File: config.mk
export PLATFORM = sky130hd
export DESIGN_NAME = gps_quantizer_agc_flat
export DESIGN_NICKNAME = d
export VERILOG_FILES = /design/src/rtl/gps_quantizer_agc_if.sv /design/src/rtl/gps_quantizer_agc.sv /design/src/flat_wrapper.sv
export SDC_FILE = /design/constraint.sdc
export NUM_CORES = 1
export LEC_CHECK = 0
export ABC_AREA = 1
export CAP_MARGIN = 30
export CORE_AREA = 2 2 138 140
export DETAILED_ROUTE_END_ITERATION = 10
export DIE_AREA = 0 0 140 142
export HOLD_SLACK_MARGIN = 0.06
export PLACE_DENSITY_LB_ADDON = 0.25
export SYNTH_ARGS = -nofsm -noshare
export SYNTH_HDL_FRONTEND = slang
export SYNTH_SLANG_ARGS = --single-unit
File: constraint.sdc
create_clock -name clk -period 10.6 [get_ports clk]
set_input_delay 2.12 -clock clk [delete_from_list [all_inputs] [get_ports clk]]
set_output_delay 2.12 -clock clk [all_outputs]
set_load 0.02 [all_outputs]
File: src/rtl/gps_quantizer_agc_if.sv
// Sample/control bundle between the baseband source and the 3-bit quantizer/AGC.
// The master drives samples and AGC settings; the slave returns codes and loop status.
interface gps_quantizer_agc_if #(
    parameter int WIN_LOG2 = 10
);
    logic                    enable;
    logic signed [15:0]      in_real;
    logic signed [15:0]      in_imag;
    logic                    agc_enable;
    logic [15:0]             manual_thresh;
    logic [WIN_LOG2+1:0]     agc_target;
    logic [WIN_LOG2+1:0]     agc_hyst;
    logic [2:0]              real_out;
    logic [2:0]              imag_out;
    logic                    out_valid;
    logic [15:0]             thresh;
    logic                    agc_locked;

    modport master (
        output enable, in_real, in_imag, agc_enable, manual_thresh, agc_target, agc_hyst,
        input  real_out, imag_out, out_valid, thresh, agc_locked
    );

    modport slave (
        input  enable, in_real, in_imag, agc_enable, manual_thresh, agc_target, agc_hyst,
        output real_out, imag_out, out_valid, thresh, agc_locked
    );
endinterface

File: src/rtl/gps_quantizer_agc.sv
// 3-bit sign-magnitude I/Q quantizer with a top-bin-occupancy AGC loop on the step T.
// Two-stage datapath: stage 1 takes sign/|x| and T,2T,3T; stage 2 bins |x|.
// The AGC counts top-bin hits on the registered stage-2 codes and nudges T once per window.
module gps_quantizer_agc #(
    parameter int WIN_LOG2     = 10,
    parameter int T_INIT       = 2048,
    parameter int T_MIN        = 16,
    parameter int T_MAX        = 32767,
    parameter int STEP_SHIFT   = 4,
    parameter int LOCK_WINDOWS = 4
) (
    input  logic               clk,
    input  logic               rstn,
    gps_quantizer_agc_if.slave bus
);
    localparam int CW = WIN_LOG2 + 2;
    localparam int LW = $clog2(LOCK_WINDOWS + 1);
    localparam logic signed [17:0] T_MIN_S = 18'(T_MIN);
    localparam logic signed [17:0] T_MAX_S = 18'(T_MAX);
    localparam logic [LW-1:0]      LOCK_N  = LW'(LOCK_WINDOWS);

    typedef enum logic [1:0] {
        ST_IDLE   = 2'd0,
        ST_TRACK  = 2'd1,
        ST_LOCKED = 2'd2
    } state_e;

    // Magnitude bin; landing exactly on a threshold selects the higher bin.
    function automatic logic [1:0] quant_mag(input logic [15:0] a,
                                             input logic [17:0] t1,
                                             input logic [17:0] t2,
                                             input logic [17:0] t3);
        logic [17:0] ax;
        logic [1:0]  m;
        ax = {2'b00, a};
        if (ax >= t3) begin
            m = 2'd3;
        end else if (ax >= t2) begin
            m = 2'd2;
        end else if (ax >= t1) begin
            m = 2'd1;
        end else begin
            m = 2'd0;
        end
        return m;
    endfunction

    // Clamp a candidate step (may be negative or above 16 bits) into [T_MIN, T_MAX].
    function automatic logic [15:0] clamp_t(input logic signed [17:0] v);
        logic [15:0] r;
        if (v < T_MIN_S) begin
            r = 16'(T_MIN);
        end else if (v > T_MAX_S) begin
            r = 16'(T_MAX);
        end else begin
            r = v[15:0];
        end
        return r;
    endfunction

    // Stage 1 registers
    logic                 s1_valid_q;
    logic                 s1_sign_re_q;
    logic                 s1_sign_im_q;
    logic [15:0]          s1_abs_re_q;
    logic [15:0]          s1_abs_im_q;
    logic [17:0]          s1_t1_q;
    logic [17:0]          s1_t2_q;
    logic [17:0]          s1_t3_q;
    // Stage 2 registers
    logic [2:0]           real_q;
    logic [2:0]           imag_q;
    logic                 valid_q;
    // AGC state
    state_e               state_q, state_d;
    logic [15:0]          t_q, t_d;
    logic                 locked_q, locked_d;
    logic [LW-1:0]        lock_cnt_q, lock_cnt_d;
    logic [WIN_LOG2-1:0]  win_cnt_q, win_cnt_d;
    logic [CW-1:0]        evt_cnt_q, evt_cnt_d;
    // Combinational helpers
    logic [15:0]          abs_re_s;
    logic [15:0]          abs_im_s;
    logic [CW-1:0]        evt_sum_s;
    logic [CW:0]          hi_s;
    logic [CW-1:0]        lo_s;
    logic                 above_s;
    logic                 below_s;
    logic [15:0]          t_shr_s;
    logic [15:0]          d_s;
    logic signed [17:0]   t_up_s;
    logic signed [17:0]   t_dn_s;
    logic [LW-1:0]        lock_inc_s;

    // |-32768| wraps to 0x8000, which read unsigned is exactly 32768.
    assign abs_re_s = bus.in_real[15] ? 16'(~bus.in_real + 16'd1) : $unsigned(bus.in_real);
    assign abs_im_s = bus.in_imag[15] ? 16'(~bus.in_imag + 16'd1) : $unsigned(bus.in_imag);

    // Running event count including the sample currently on the stage-2 outputs.
    assign evt_sum_s = evt_cnt_q + CW'(real_q[1:0] == 2'b11) + CW'(imag_q[1:0] == 2'b11);

    // Deadband edges; the lower edge floors at zero rather than wrapping.
    assign hi_s    = {1'b0, bus.agc_target} + {1'b0, bus.agc_hyst};
    assign lo_s    = (bus.agc_target > bus.agc_hyst) ? (bus.agc_target - bus.agc_hyst) : {CW{1'b0}};
    assign above_s = ({1'b0, evt_sum_s} > hi_s);
    assign below_s = (evt_sum_s < lo_s);

    // Proportional step with a floor of 1 so small T can still move.
    assign t_shr_s    = t_q >> STEP_SHIFT;
    assign d_s        = (t_shr_s == 16'd0) ? 16'd1 : t_shr_s;
    assign t_up_s     = $signed({2'b00, t_q}) + $signed({2'b00, d_s});
    assign t_dn_s     = $signed({2'b00, t_q}) - $signed({2'b00, d_s});
    assign lock_inc_s = (lock_cnt_q == LOCK_N) ? lock_cnt_q : (lock_cnt_q + LW'(1));

    // Stage 1: capture sign, magnitude and the T multiples in force for this sample.
    always_ff @(posedge clk) begin
        if (!rstn) begin
            s1_valid_q   <= 1'b0;
            s1_sign_re_q <= 1'b0;
            s1_sign_im_q <= 1'b0;
            s1_abs_re_q  <= 16'd0;
            s1_abs_im_q  <= 16'd0;
            s1_t1_q      <= 18'd0;
            s1_t2_q      <= 18'd0;
            s1_t3_q      <= 18'd0;
        end else begin
            s1_valid_q   <= bus.enable;
            s1_sign_re_q <= bus.in_real[15];
            s1_sign_im_q <= bus.in_imag[15];
            s1_abs_re_q  <= abs_re_s;
            s1_abs_im_q  <= abs_im_s;
            s1_t1_q      <= {2'b00, t_q};
            s1_t2_q      <= {1'b0, t_q, 1'b0};
            s1_t3_q      <= {2'b00, t_q} + {1'b0, t_q, 1'b0};
        end
    end

    // Stage 2: bin the magnitudes; invalid slots present all-zero codes.
    always_ff @(posedge clk) begin
        if (!rstn) begin
            real_q  <= 3'd0;
            imag_q  <= 3'd0;
            valid_q <= 1'b0;
        end else if (s1_valid_q) begin
            real_q  <= {s1_sign_re_q, quant_mag(s1_abs_re_q, s1_t1_q, s1_t2_q, s1_t3_q)};
            imag_q  <= {s1_sign_im_q, quant_mag(s1_abs_im_q, s1_t1_q, s1_t2_q, s1_t3_q)};
            valid_q <= 1'b1;
        end else begin
            real_q  <= 3'd0;
            imag_q  <= 3'd0;
            valid_q <= 1'b0;
        end
    end

    // AGC next state: manual override, window counting and per-window T adjustment.
    always_comb begin
        state_d    = state_q;
        t_d        = t_q;
        locked_d   = locked_q;
        lock_cnt_d = lock_cnt_q;
        win_cnt_d  = win_cnt_q;
        evt_cnt_d  = evt_cnt_q;
        if (!bus.agc_enable) begin
            // Manual mode (and any partial window is discarded).
            state_d    = ST_IDLE;
            t_d        = bus.manual_thresh;
            locked_d   = 1'b0;
            lock_cnt_d = {LW{1'b0}};
            win_cnt_d  = {WIN_LOG2{1'b0}};
            evt_cnt_d  = {CW{1'b0}};
        end else begin
            case (state_q)
                ST_IDLE: begin
                    // Bumpless start: T keeps whatever manual value it had.
                    state_d    = ST_TRACK;
                    locked_d   = 1'b0;
                    lock_cnt_d = {LW{1'b0}};
                    win_cnt_d  = {WIN_LOG2{1'b0}};
                    evt_cnt_d  = {CW{1'b0}};
                end
                ST_TRACK, ST_LOCKED: begin
                    if (!valid_q) begin
                        // A gap in the sample stream restarts the window.
                        win_cnt_d = {WIN_LOG2{1'b0}};
                        evt_cnt_d = {CW{1'b0}};
                    end else if (&win_cnt_q) begin
                        win_cnt_d = {WIN_LOG2{1'b0}};
                        evt_cnt_d = {CW{1'b0}};
                        if (above_s || below_s) begin
                            // Even a step swallowed entirely by the clamp counts as an adjustment.
                            t_d        = above_s ? clamp_t(t_up_s) : clamp_t(t_dn_s);
                            lock_cnt_d = {LW{1'b0}};
                            state_d    = ST_TRACK;
                            locked_d   = 1'b0;
                        end else begin
                            lock_cnt_d = lock_inc_s;
                            if (lock_inc_s == LOCK_N) begin
                                state_d  = ST_LOCKED;
                                locked_d = 1'b1;
                            end else begin
                                state_d  = state_q;
                                locked_d = locked_q;
                            end
                        end
                    end else begin
                        win_cnt_d = win_cnt_q + WIN_LOG2'(1);
                        evt_cnt_d = evt_sum_s;
                    end
                end
                default: begin
                    state_d    = ST_IDLE;
                    locked_d   = 1'b0;
                    lock_cnt_d = {LW{1'b0}};
                    win_cnt_d  = {WIN_LOG2{1'b0}};
                    evt_cnt_d  = {CW{1'b0}};
                end
            endcase
        end
    end

    // AGC state registers.
    always_ff @(posedge clk) begin
        if (!rstn) begin
            state_q    <= ST_IDLE;
            t_q        <= 16'(T_INIT);
            locked_q   <= 1'b0;
            lock_cnt_q <= {LW{1'b0}};
            win_cnt_q  <= {WIN_LOG2{1'b0}};
            evt_cnt_q  <= {CW{1'b0}};
        end else begin
            state_q    <= state_d;
            t_q        <= t_d;
            locked_q   <= locked_d;
            lock_cnt_q <= lock_cnt_d;
            win_cnt_q  <= win_cnt_d;
            evt_cnt_q  <= evt_cnt_d;
        end
    end

    assign bus.real_out   = real_q;
    assign bus.imag_out   = imag_q;
    assign bus.out_valid  = valid_q;
    assign bus.thresh     = t_q;
    assign bus.agc_locked = locked_q;
endmodule

File: src/flat_wrapper.sv
// flat-port wrapper written by rule: the top's interface ports become plain ports
module gps_quantizer_agc_flat 
#(
    parameter int WIN_LOG2     = 10,
    parameter int T_INIT       = 2048,
    parameter int T_MIN        = 16,
    parameter int T_MAX        = 32767,
    parameter int STEP_SHIFT   = 4,
    parameter int LOCK_WINDOWS = 4
)
  (clk, rstn, bus_enable, bus_in_real, bus_in_imag, bus_agc_enable, bus_manual_thresh, bus_agc_target, bus_agc_hyst, bus_real_out, bus_imag_out, bus_out_valid, bus_thresh, bus_agc_locked);
  gps_quantizer_agc_if #(.WIN_LOG2(WIN_LOG2)) bus_i ();
  input  logic clk;
  input  logic rstn;
  input wire logic [$bits(bus_i.enable)-1:0] bus_enable;
  input wire logic [$bits(bus_i.in_real)-1:0] bus_in_real;
  input wire logic [$bits(bus_i.in_imag)-1:0] bus_in_imag;
  input wire logic [$bits(bus_i.agc_enable)-1:0] bus_agc_enable;
  input wire logic [$bits(bus_i.manual_thresh)-1:0] bus_manual_thresh;
  input wire logic [$bits(bus_i.agc_target)-1:0] bus_agc_target;
  input wire logic [$bits(bus_i.agc_hyst)-1:0] bus_agc_hyst;
  output wire logic [$bits(bus_i.real_out)-1:0] bus_real_out;
  output wire logic [$bits(bus_i.imag_out)-1:0] bus_imag_out;
  output wire logic [$bits(bus_i.out_valid)-1:0] bus_out_valid;
  output wire logic [$bits(bus_i.thresh)-1:0] bus_thresh;
  output wire logic [$bits(bus_i.agc_locked)-1:0] bus_agc_locked;
  assign bus_i.enable = bus_enable;
  assign bus_i.in_real = bus_in_real;
  assign bus_i.in_imag = bus_in_imag;
  assign bus_i.agc_enable = bus_agc_enable;
  assign bus_i.manual_thresh = bus_manual_thresh;
  assign bus_i.agc_target = bus_agc_target;
  assign bus_i.agc_hyst = bus_agc_hyst;
  assign bus_real_out = bus_i.real_out;
  assign bus_imag_out = bus_i.imag_out;
  assign bus_out_valid = bus_i.out_valid;
  assign bus_thresh = bus_i.thresh;
  assign bus_agc_locked = bus_i.agc_locked;
  gps_quantizer_agc #(.WIN_LOG2(WIN_LOG2), .T_INIT(T_INIT), .T_MIN(T_MIN), .T_MAX(T_MAX), .STEP_SHIFT(STEP_SHIFT), .LOCK_WINDOWS(LOCK_WINDOWS)) u_core (.clk(clk), .rstn(rstn), .bus(bus_i));
endmodule
==> run metrics <==
startpoint types=input pin; synth top area cells=ha_1, dfxtp_1, nand2_1, inv_1, nor2_1; Reg clk slew, reported paths=60 ps; part of the cycle the worst path needs=56.0%; Slew HR=35.9%; Overall Global Routing Usage=33.3%; worst setup path category=input pin to flop; Starting Density=63.6%; TritonCTS clock tree=built; Reg-to-Reg Start=u_core.bus.thresh[12]; initial antenna violation count=0; Final Slew Violations=0; drt drc=2; share of flip-flops with an asynchronous set or reset=0%; drt via density=5.59; I/O Pins=100; synthesized area=11,700 µm²; clk sinks=119; cts bufs inserted=17; Die Y=142 µm; first-pass GRT wire length=53,600 µm; CP arrival=6290 ps; Mapped Cells=1,801; min Tclk post-route=5940 ps; Post-DRT Antenna Nets=0; reg2reg setup slack=5450 ps; Hold Path Cell Cnt=2; Worst Hold Endpoint=u_core.bus.imag_out[2]; GRT met2 Usage=56.1%; static leakage=7.01 nW; Fmax=0.168 GHz; Clock Tree Root=clkbuf_16; final WL=33,100 µm; CTS max path bufs=2; Yosys top cell area share=21.2%; crit-path max cell delay=490 ps; setup bufs post-CTS=0; Setup Total Neg Slack=0 ps; met3 usage=5.25%; Resized Gates After CTS=0; synthesized net count=2,082; Setup Viol. Count Final=0; Reg2Reg Depth=19; Placer Congestion=1.00; CTS HTree Levels=4; DR pass1 iterations=9; met1 usage=43.2%; maxcap violations=0; Core Footprint=18,500 µm²; most frequent cells in the layout=nand2_1, inv_1, nor2_1; PD cells=131 nW/µm²; Rows=50; worst slew pin tran=959 ps; Final Hold Fails=0; Post-DP HPWL=25,800 µm; pin count of the biggest net entering global routing=69; Max VDD drop=0.126 mV; Hold Crit Start=u_core.s1_sign_im_q; Synth Register Bits=119; n_diodes=0; Most used DFF post-synth=dfxtp_1; leading area contributor after synthesis=ha_1; Post-DP Area=12,800 µm²; post-synthesis sequential area ratio=20.3%; worst-path maximum fanout=21; die area=19,900 µm²; cell area after layout=13,400 µm²; critical path's slowest cell=clkdlybuf4s50_1; status=complete, but fails checks; clk_skew=11.4 ps; Synth Area per Inst=6.52 µm²; global route overflow=0; Die Wd=140 µm; Hold WC Path Type=flop to flop; critical path endpoint category=flop; Layout Nets=2,163; reg2reg end=u_core.bus.thresh[6]; Skew-Pair Late Insertion Delay=430 ps; Post-synth EDFFs=0; commonest non-fill, non-tap cell in the layout=nand2_1; RSZ-0062 raised after global routing=no; failing checks=design-rule violations; yosys warns=0; share of cells above drive strength 1=3.85%; Starting DRT DRC Count=910; total power=1.75 mW; GR peak layer=met2; Avg WL per Cell=15.6 µm; critical path data required time=10,950 ps; DR vias=11,900; vias in the first global route=11,200; Crit path top cell by count=nand2_1; port bufs=99; Cell variety after synth=52; # hold bufs at CTS=0; Area Growth Syn to Fin=14.0%; Critical Path Start=bus_agc_hyst[2]; Fillers=1,588
power by group:
part           total (mW)  switching, mW  internal (mW)  leakage (nW)
sequential          0.508         0.0328          0.475         0.978
clock               0.606          0.231          0.374         0.291
combinational       0.638          0.399          0.238          5.74
total                1.75          0.664           1.09          7.01
area by class of cell:
class	instances	area (µm²)	area share (%)
multi-input cells	1336	7950	59.4
flip-flops and latches	119	2380	17.8
inverters	308	1160	8.63
repair buffers	100	993	7.42
clock buffers	17	425	3.18
well taps	234	293	2.19
clock inverters	15	191	1.43
registers in the layout (all words and copies together), names as in the netlist:
signal                 flops
u_core.evt_cnt_q          12
u_core.lock_cnt_q          3
u_core.bus.real_out        3
u_core.s1_abs_re_q        16
u_core.bus.thresh         16
u_core.state_q             2
u_core.s1_sign_im_q        1
u_core.s1_t1_q            15
u_core.s1_t3_q            18
u_core.s1_sign_re_q        1
u_core.win_cnt_q          10
u_core.s1_valid_q          1
u_core.bus.imag_out        3
u_core.bus.agc_locked      1
u_core.bus.out_valid       1
u_core.s1_abs_im_q        16
synthesized netlist by cell type (2+ instances only):
cell	count
a211oi_1	8
a21boi_0	3
a21o_1	4
a21oi_1	141
a21oi_2	3
a221o_1	4
a31o_2	3
a31oi_1	8
and2_1	3
and3_1	7
buf_2	4
buf_4	11
buf_6	5
clkbuf_1	16
dfxtp_1	119
fa_1	6
ha_1	199
inv_1	304
inv_2	3
nand2_1	410
nand2_2	3
nand3_1	78
nand3_2	9
nand3b_1	2
nand4_1	31
nor2_1	217
nor2_2	2
nor3_1	28
nor3b_1	3
nor4_1	7
o211ai_1	4
o21a_1	6
o21ai_0	83
o21ai_1	6
o21bai_1	6
o21bai_2	6
or2_2	6
xnor2_1	2
xor2_1	28
stage by stage:
stage	setup slack (ps)	utilization [%]	hold slack (ps)	cells
final	4660	72.6	413	2129
after global routing	4220	72.6	465	2129
after CTS	4690	72.6	412	2129
after detailed placement	4250	69.2	404	2097
after global placement	4400	69.2	400	2097
after floorplan	5400	-	394	1801
layer usage:
| metal | vias to the layer above | wire (µm) |
|---|---|---|
| met5 | - | 0 |
| met4 | 0 | 1030 |
| met3 | 84 | 2540 |
| met2 | 462 | 15200 |
| met1 | 5382 | 14400 |
| li1 | 5981 | - |
cell families after synthesis:
| family | after synthesis | share of synthesized area (%) |
|---|---|---|
| compound gates | 291 | 14.1 |
| xor+xnor | 30 | 2.24 |
| fa+ha+maj | 205 | 22.2 |
| buf+inv | 346 | 12.0 |
| flops | 119 | 20.3 |
| simple gates | 810 | 29.2 |
critical path: cells and delay by family:
family / cells / cell delay (ps)
adders and majority gates: 2 / 650
and+or+nand+nor: 14 / 1760
buffers and inverters: 3 / 640
xor gates and xnor gates: 1 / 170
AOI/OAI and AO/OA: 5 / 940
worst max path at each step:
stage	cells after the start	slack, ps	end
after floorplan	24	5400	u_core.bus.thresh[11]
after global placement	24	4400	u_core.bus.thresh[11]
after detailed placement	24	4250	u_core.bus.thresh[11]
after CTS	24	4690	u_core.bus.thresh[11]
after global routing	25	4220	u_core.bus.thresh[11]
final	25	4660	u_core.bus.thresh[10]
Note: power is estimated with default switching activity, not from simulation.
